## src/rtl/router_param_xbar.sv

```systemverilog
// router_param_xbar: byte-serial packet router to NUM_PORTS channel FIFOs with
// whole-packet admission, illegal/oversize drop, parity error count and read-timeout flush.
module router_param_xbar #(
    parameter int DW         = 8,
    parameter int NUM_PORTS  = 3,
    parameter int FIFO_DEPTH = 16,
    parameter int TIMEOUT    = 30
) (
    input  logic                    clk,
    input  logic                    resetn,
    input  logic [DW-1:0]           din,
    input  logic                    pkt_valid,
    input  logic [NUM_PORTS-1:0]    read_enb,
    output logic [NUM_PORTS*DW-1:0] dout,
    output logic [NUM_PORTS-1:0]    vld_out,
    output logic                    busy,
    output logic                    err,
    output logic [7:0]              err_cnt,
    output logic                    drop,
    output logic [NUM_PORTS-1:0]    soft_rst
);
    localparam int LW = DW - 2;
    localparam int AW = $clog2(FIFO_DEPTH);
    localparam int CW = AW + 1;
    localparam int XW = (LW > CW ? LW : CW) + 2;
    localparam int TW = $clog2(TIMEOUT + 1);

    typedef enum logic [1:0] {IDLE, CHECK, PAYLOAD, DROP} state_t;

    state_t         r_state, w_next;
    logic [DW-1:0]  r_hdr, r_par;
    logic [1:0]     r_addr;
    logic [LW-1:0]  r_len;
    logic [LW:0]    r_rem;
    logic           r_err, r_drop;
    logic [7:0]     r_err_cnt;
    logic [CW-1:0]  w_cnt [4];
    logic [3:0]     w_flush;
    logic [LW-1:0]  w_hlen;
    logic [1:0]     w_haddr;
    logic           w_take, w_bad, w_fit, w_last, w_cur_flush;
    logic           w_wr_en, w_err_set, w_drop_set;
    logic [DW-1:0]  w_wr_data;

    assign w_hlen      = din[DW-1:2];
    assign w_haddr     = din[1:0];
    assign w_take      = pkt_valid && !busy;
    assign w_bad       = 32'(w_haddr) >= NUM_PORTS || w_hlen == '0 ||
                         XW'(w_hlen) + XW'(2) > XW'(FIFO_DEPTH);
    // free space judged on the registered count, so a same-cycle read is not credited
    assign w_fit       = XW'(FIFO_DEPTH) - XW'(w_cnt[r_addr]) >= XW'(r_len) + XW'(2);
    assign w_last      = r_rem == (LW+1)'(1);
    assign w_cur_flush = w_flush[r_addr];

    always_ff @(posedge clk or negedge resetn) begin
        if (!resetn) r_state <= IDLE;
        else         r_state <= w_next;
    end

    always_comb begin
        w_next = r_state;
        case (r_state)
            IDLE:    if (pkt_valid) w_next = w_bad ? DROP : CHECK;
            CHECK:   if (w_fit) w_next = PAYLOAD;
            PAYLOAD: w_next = (w_take && w_last) ? IDLE : w_cur_flush ? DROP : PAYLOAD;
            DROP:    if (w_take && w_last) w_next = IDLE;
            default: w_next = IDLE;
        endcase
    end

    always_comb begin
        busy       = r_state == CHECK;
        w_wr_en    = (r_state == CHECK && w_fit) || (r_state == PAYLOAD && w_take);
        w_wr_data  = r_state == CHECK ? r_hdr : din;
        w_err_set  = r_state == PAYLOAD && w_take && w_last && !w_cur_flush && din != r_par;
        w_drop_set = w_take && w_last && (r_state == DROP || (r_state == PAYLOAD && w_cur_flush));
    end

    always_ff @(posedge clk or negedge resetn) begin
        if (!resetn) begin
            r_hdr     <= '0;
            r_par     <= '0;
            r_addr    <= '0;
            r_len     <= '0;
            r_rem     <= '0;
            r_err     <= 1'b0;
            r_drop    <= 1'b0;
            r_err_cnt <= '0;
        end else begin
            r_err  <= w_err_set;
            r_drop <= w_drop_set;
            if (w_err_set && r_err_cnt != 8'hFF) r_err_cnt <= r_err_cnt + 8'd1;
            if (r_state == IDLE && pkt_valid) begin
                r_hdr  <= din;
                r_par  <= din;
                r_addr <= w_haddr;
                r_len  <= w_hlen;
                r_rem  <= {1'b0, w_hlen} + (LW+1)'(1);
            end else if ((r_state == PAYLOAD || r_state == DROP) && w_take) begin
                r_rem <= r_rem - (LW+1)'(1);
                r_par <= r_par ^ din;
            end
        end
    end

    assign err     = r_err;
    assign drop    = r_drop;
    assign err_cnt = r_err_cnt;

    for (genvar c = 0; c < 4; c++) begin : g_ch
        if (c < NUM_PORTS) begin : g_on
            logic [DW-1:0] r_mem [FIFO_DEPTH];
            logic [AW-1:0] r_wp, r_rp;
            logic [CW-1:0] r_cnt;
            logic [DW-1:0] r_dout;
            logic [TW-1:0] r_tmo;
            logic          r_srst;
            logic          w_vld, w_re, w_we, w_fl;

            assign w_vld = r_cnt != '0;
            assign w_re  = read_enb[c] && w_vld;
            assign w_fl  = w_vld && !read_enb[c] && r_tmo == TW'(TIMEOUT - 1);
            // a flush beats a concurrent write to the same channel
            assign w_we  = w_wr_en && r_addr == 2'(c) && !w_fl;

            always_ff @(posedge clk) begin
                if (w_we) r_mem[r_wp] <= w_wr_data;
            end

            always_ff @(posedge clk or negedge resetn) begin
                if (!resetn) begin
                    r_wp   <= '0;
                    r_rp   <= '0;
                    r_cnt  <= '0;
                    r_dout <= '0;
                    r_tmo  <= '0;
                    r_srst <= 1'b0;
                end else begin
                    r_srst <= w_fl;
                    r_tmo  <= (!w_vld || read_enb[c] || w_fl) ? '0 : r_tmo + TW'(1);
                    if (w_re) r_dout <= r_mem[r_rp];
                    if (w_fl) begin
                        r_wp  <= '0;
                        r_rp  <= '0;
                        r_cnt <= '0;
                    end else begin
                        if (w_we) r_wp <= r_wp + AW'(1);
                        if (w_re) r_rp <= r_rp + AW'(1);
                        r_cnt <= r_cnt + CW'(w_we) - CW'(w_re);
                    end
                end
            end

            assign w_cnt[c]           = r_cnt;
            assign w_flush[c]         = w_fl;
            assign dout[c*DW +: DW]   = r_dout;
            assign vld_out[c]         = w_vld;
            assign soft_rst[c]        = r_srst;
        end else begin : g_off
            assign w_cnt[c]   = '0;
            assign w_flush[c] = 1'b0;
        end
    end
endmodule

```

## config.mk

```make
export PLATFORM = sky130hd
export DESIGN_NAME = router_param_xbar
export DESIGN_NICKNAME = d
export VERILOG_FILES = /design/src/rtl/router_param_xbar.sv
export SDC_FILE = /design/constraint.sdc
export NUM_CORES = 1
export LEC_CHECK = 0
export CAP_MARGIN = 0
export CORE_ASPECT_RATIO = 0.75
export CORE_UTILIZATION = 48
export CTS_BUF_LIST = sky130_fd_sc_hd__clkbuf_4 sky130_fd_sc_hd__clkbuf_8
export CTS_CLUSTER_SIZE = 25
export DETAILED_ROUTE_END_ITERATION = 7
export DONT_BUFFER_PORTS = 1
export GPL_TIMING_DRIVEN = 0
export PLACE_DENSITY_LB_ADDON = 0.05
export SYNTH_ARGS = -nofsm -noshare
export SYNTH_HDL_FRONTEND = slang
export SYNTH_SLANG_ARGS = --single-unit
```

## constraint.sdc

```tcl
create_clock -name clk -period 6.5 [get_ports clk]
set_input_delay 1.3 -clock clk [delete_from_list [all_inputs] [get_ports clk]]
set_output_delay 1.3 -clock clk [all_outputs]
set_load 0.01 [all_outputs]
```

; ---- Word level (Yosys, flattened, before mapping)
; Memories as Yosys holds them, arrays and structs flattened. A register that Yosys moved wholly into a read port is not among the register bits.
; Cells that the tools add are included.
[word_totals]
inputBits = 14
romBits = 0
output_inout_bits = 41
latch_bits = 0
elab_cells = 176
ramBits = 384
reg_bits = 100
mem_count = 3
[mem_list]
columns = memory, words, word_bits, rd, rd_ports_with_merged_regs, write_ports, line_no
row1 = g_ch[0].g_on.r_mem, 16, 8, 1, 1, 1, 112  ; logic [DW-1:0] r_mem [FIFO_DEPTH];
row2 = g_ch[1].g_on.r_mem, 16, 8, 1, 1, 1, 112
row3 = g_ch[2].g_on.r_mem, 16, 8, 1, 1, 1, 112
[classes]
multipliers = 0
shifts = 0
n_reduce_logical = 66
div = 0
magnitude_cmp = 5
n_mux = 41
eq_ne = 14
bitwise_logic = 2
n_addsub = 21
[ops]
columns = op, n
row1 = 4-bit 2-to-1 mux, 12
row2 = 5-bit 2-to-1 mux, 8
row3 = 1-bit logical AND, 27
row4 = 4-bit by 1-bit adder with 4-bit output (second input constant), 6
row5 = 8-bit 2-to-1 mux, 3
row6 = 5-bit by 1-bit adder with 5-bit output, 3
row7 = 5-bit by 1-bit adder with 5-bit output (second input constant), 3
row8 = 5-bit == test (second input constant), 3
row9 = 5-bit nonzero test, 3
row10 = 5-bit by 1-bit subtractor with 5-bit output, 3
row11 = 6-bit by 2-bit adder with 7-bit output (second input constant), 2
row12 = 1-bit zero test, 14
row13 = 7-bit 2-to-1 mux, 2
row14 = 2-bit nonzero test, 7
row15 = 1-bit logical OR, 11
row16 = 5-bit binary-select mux with 2-bit select, 1
row17 = 2-bit 2-to-1 mux, 5
row18 = 8-bit by 1-bit adder with 8-bit output (second input constant), 1
row19 = 8-bit by 7-bit >= comparator with 1-bit output, 1
row20 = 1-bit 2-to-1 mux, 8
row21 = 8-bit != test, 1
row22 = 8-bit != test (second input constant), 1
row23 = 2-bit case mux with 4 select lines, 1
row24 = 8-bit bitwise XOR, 1
row25 = other kinds (17), 22

; ---- Logic depth before layout (Yosys ltp)
[depth]
depth_word = 13
ltp_mapped = 26

; ---- Least setup slack after synthesis
; OpenSTA, ideal clock, no wires.
[synth_timing]
kind = reg-to-reg
start = reg r_hdr[1] (netlist name)
end = reg g_ch[2].g_on.r_cnt[4]
required_time_ns = 6.421
path_stages_with_launch = 25
t_arrival_ns = 4.216
setup_slack_ns = 2.204
cell_sequence = dfrtp_1 buf_4 nand2b_4 o22ai_1 inv_1 ha_1 xnor2_1 ha_1 a21o_1 a31oi_1 o21ai_0 a22oi_4 a211oi_4 buf_6 inv_1 ha_1 inv_1 ha_1 inv_1 fa_1 inv_1 a21oi_1 nor2_1 or3_1 a21oi_1
[synth_rtl]
columns = element, line_no
row1 = "end signal, assigned", 149  ; r_cnt <= r_cnt + CW'(w_we) - CW'(w_re);
row2 = "end, declared", 114  ; logic [CW-1:0] r_cnt;

==> summary.md <==
| Metric | Value |
|---|---|
| Worst hold path type | primary input to asynchronous set/reset pin |
| Seq/Total Area, Yosys | 0.670 |
| Largest net degree at the start of global routing | 117 |
| Pwr Density | 425 nW/um2 |
| Routability congestion estimate | 0.803 |
| WL final | 48200 um |
| Syn Nets | 1424 |
| Switching Fraction | 0.331 |
| Mapped Cells | 1353 |
| Met3 routed WL | 3260 um |
| Clock power frac | 0.263 |
| Antenna Cells | 0 |
| Fin Hold WS | 0.351 ns |
| Top cells by area, synth | edfxtp_1 54%, dfrtp_1 13%, mux4_2 13% |
| CP Capture Type | register |
| Status | completed |
| Die width | 247 um |
| GR Util All Layers | 0.221 |
| Comb pwr share | 0.321 |
| Total iterations of the first detailed-routing run | 5 |
| CTS tree | done |
| Resize count post-CTS | 0 |
| Yosys cell types | 62 |
| Num ports | 55 |
| Period utilization | 0.750 |
| Drc violations | 0 |
| Endpoints failing setup | 0 |
| RR Endpoint | g_ch[2].g_on.r_cnt[4] |
| CTS sink count | 500 |
| RSZ-0062 raised after global routing | false |
| Final Non-Filler Cells | 2088 |
| Row count | 66 |
| Clk buf depth | 3 |
| Flop pwr share | 0.415 |
| Layout cells sized above 1 | 0.208 |
| GRT overflow | 0 |
| Pins over their slew limit | 0 |
| Pint | 0.00685 W |
| Crit Path Category | register to register |
| Most used DFF post-synth | edfxtp_1 |
| Met1 wire length | 23600 um |
| Port bufs | 0 |
| Area grow syn2layout | 11.9% |
| Worst EP arrival | 5.43 ns |
| Top-area cell type share of the netlist area | 0.535 |
| Req. time, crit path | 7.05 ns |
| Post-synth top area cell | edfxtp_1 |
| Synth Warn # | 0 |
| Routed wl met2 | 20400 um |
| Worst-Skew Late Latency | 0.65 ns |
| Top cells by count, synth | 384 x edfxtp_1, 169 x nand2_1, 120 x mux4_2, 116 x dfrtp_1, 65 x nor2_1 |
| Wire length per cell | 23.1 um |
| Initial Util | 0.492 |
| Chip height | 185 um |
| Psw | 0.00339 W |
| Clock skew | 0.0340 ns |
| Critical R2R Launch | r_hdr[0] |
| Maximum vdd drop | 0.211 mV |
| Vias in the first global route | 11806 |
| # nets final | 1515 |
| Reg2reg path depth | 24 |
| Static Leak | 8.82 nW |
| Setup crit start kind | register |
| Top layer in use | met4 |
| H-tree level count | 3 |
| Via-per-instance ratio | 5.61 |
| Post-CTS setup buffers | 0 |
| Worst-margin pin slew | 0.964 ns |
| Fmax | 205 MHz |
| Mapped cell area | 21500 um2 |
| Via Count | 11722 |
| Avg Synthesized Cell Area | 15.9 um2 |
| First-pass GRT wire length | 73600 um |
| Critical Path Fanout Max | 10 |
| Reg2Reg Setup Slack | 1.62 ns |
| Rel. slew slack | 0.356 |
| Post-synth EDFFs | 384 |
| Most numerous cell in the Yosys netlist | edfxtp_1 |
| Synth Register Bits | 500 |
| Clk slew on worst S/H paths | 0.06 ns |
| Final Hold Viols | 0 |
| Max Cap Viol | 0 |
| Fillers | 3544 |
| Detailed Route Iter0 Violations | 991 |
| Min Clock Period, post-route | 4.88 ns |
| Die area | 45700 um2 |
| TritonCTS buffer count | 80 |
| Initial antenna violation count | 0 |
| Hpwl dp | 31700 um |
| Root Driver | clkbuf_8 |
| Async S/R FF share, synth | 0.232 |
| Hold Buf Count CTS | 0 |
| Core ar. | 43800 um2 |
| Detail Route Antenna Nets | 0 |
| Inst Count DP | 1940 |
==> cell type report <==
class / count / area [um2] / share of cell area
multi-input cells: 720 / 6580 / 0.273
clock inverters: 30 / 166 / 0.00690
flip-flops and latches: 500 / 14400 / 0.599
well taps: 578 / 723 / 0.0300
clock buffers: 118 / 1440 / 0.0598
plain buffers: 74 / 355 / 0.0147
inverters: 59 / 221 / 0.00918
repair buffers: 9 / 190 / 0.00789
==> flip-flops by register name, summed over array words and instances, names as in the netlist, 3 cells and up <==
name / count
g_ch.g_on.r_mem: 384
err_cnt: 8
g_ch.g_on.r_tmo: 15
r_rem: 7
r_hdr: 8
g_ch.g_on.r_srst: 3
g_ch.g_on.r_dout: 24
g_ch.g_on.r_wp: 12
g_ch.g_on.r_rp: 12
r_par: 8
g_ch.g_on.r_cnt: 15
==> cells by family after synthesis <==
logic type	after synthesis	share of synthesized area
simple gates	361	0.0787
buf+inv	133	0.0268
mux	136	0.133
compound gates	116	0.0372
flops	500	0.670
xor+xnor	50	0.0203
fa+ha+maj	57	0.0341
==> per-stage QoR <==
stage	area [um2]	util	setup TNS (ns)	total power, W	setup WS (ns)
3_5_place_dp	22500	0.514	0	0.00764	1.71
3_3_place_gp	22300	0.509	-80.35	0.00753	-0.980
2_1_floorplan	21500	-	0	0.00666	2.20
5_1_grt	24100	0.551	0	0.0109	1.20
4_1_cts	24100	0.551	0	0.0104	1.67
6_report	24100	0.551	0	0.0102	1.62
==> power groups by stage <==
stage	sequential [W]	combinational, W	clock [W]
after global placement	0.00434	0.00320	0
after CTS	0.00425	0.00334	0.00277
after global routing	0.00430	0.00366	0.00291
final	0.00425	0.00329	0.00270
after detailed placement	0.00431	0.00332	0
after floorplan	0.00424	0.00242	0
==> how the worst max path moves through the flow <==
stage | from | to | slack [ns] | depth (start not counted)
floorplan | r_hdr[1] | g_ch[2].g_on.r_cnt[4] | 2.20 | 24
finish | r_hdr[0] | g_ch[2].g_on.r_cnt[4] | 1.62 | 24
CTS | r_hdr[0] | g_ch[2].g_on.r_cnt[4] | 1.67 | 24
global route | r_hdr[0] | g_ch[2].g_on.r_cnt[4] | 1.20 | 24
global placement | din[2] | g_ch[2].g_on.r_mem[1][2] | -0.98 | 3
detailed placement | r_hdr[0] | g_ch[2].g_on.r_cnt[4] | 1.71 | 24
==> metal layers <==
metal,GRT usage,vias to the layer above
met5,0,-
met3,0.0541,71
met2,0.308,329
met4,0.0578,0
li1,-,5303
met1,0.344,6019
==> worst max-delay path, cell delays in order, from the launching register on <==
cell,delay (ns)
dfrtp_1,0.33
buf_2,0.27
nand2b_4,0.13
o22ai_1,0.29
inv_1,0.11
ha_1,0.24
xnor2_1,0.14
ha_1,0.31
a21o_1,0.10
a31oi_1,0.05
o21ai_0,0.47
a22oi_4,0.21
a211oi_4,0.44
buf_6,0.18
inv_1,0.04
ha_1,0.26
inv_1,0.04
ha_1,0.19
inv_1,0.07
fa_1,0.19
inv_1,0.05
a21oi_1,0.13
nor2_1,0.06
or3_1,0.34
a21oi_1,0.14
==> cell usage in the layout, fill, tap and decap left out, types with 15 or more instances in the layout <==
| master | instances |
|---|---|
| a21oi_1 | 45 |
| and3_1 | 27 |
| clkbuf_1 | 38 |
| clkbuf_4 | 29 |
| clkbuf_8 | 89 |
| clkinv_1 | 15 |
| dfrtp_1 | 116 |
| edfxtp_1 | 384 |
| ha_1 | 54 |
| inv_1 | 57 |
| mux2i_1 | 15 |
| mux4_2 | 120 |
| nand2_1 | 163 |
| nand3_1 | 27 |
| nor2_1 | 65 |
| o21ai_0 | 23 |
| xnor2_1 | 18 |
| xor2_1 | 32 |
Note: power is estimated with default switching activity, not from simulation.
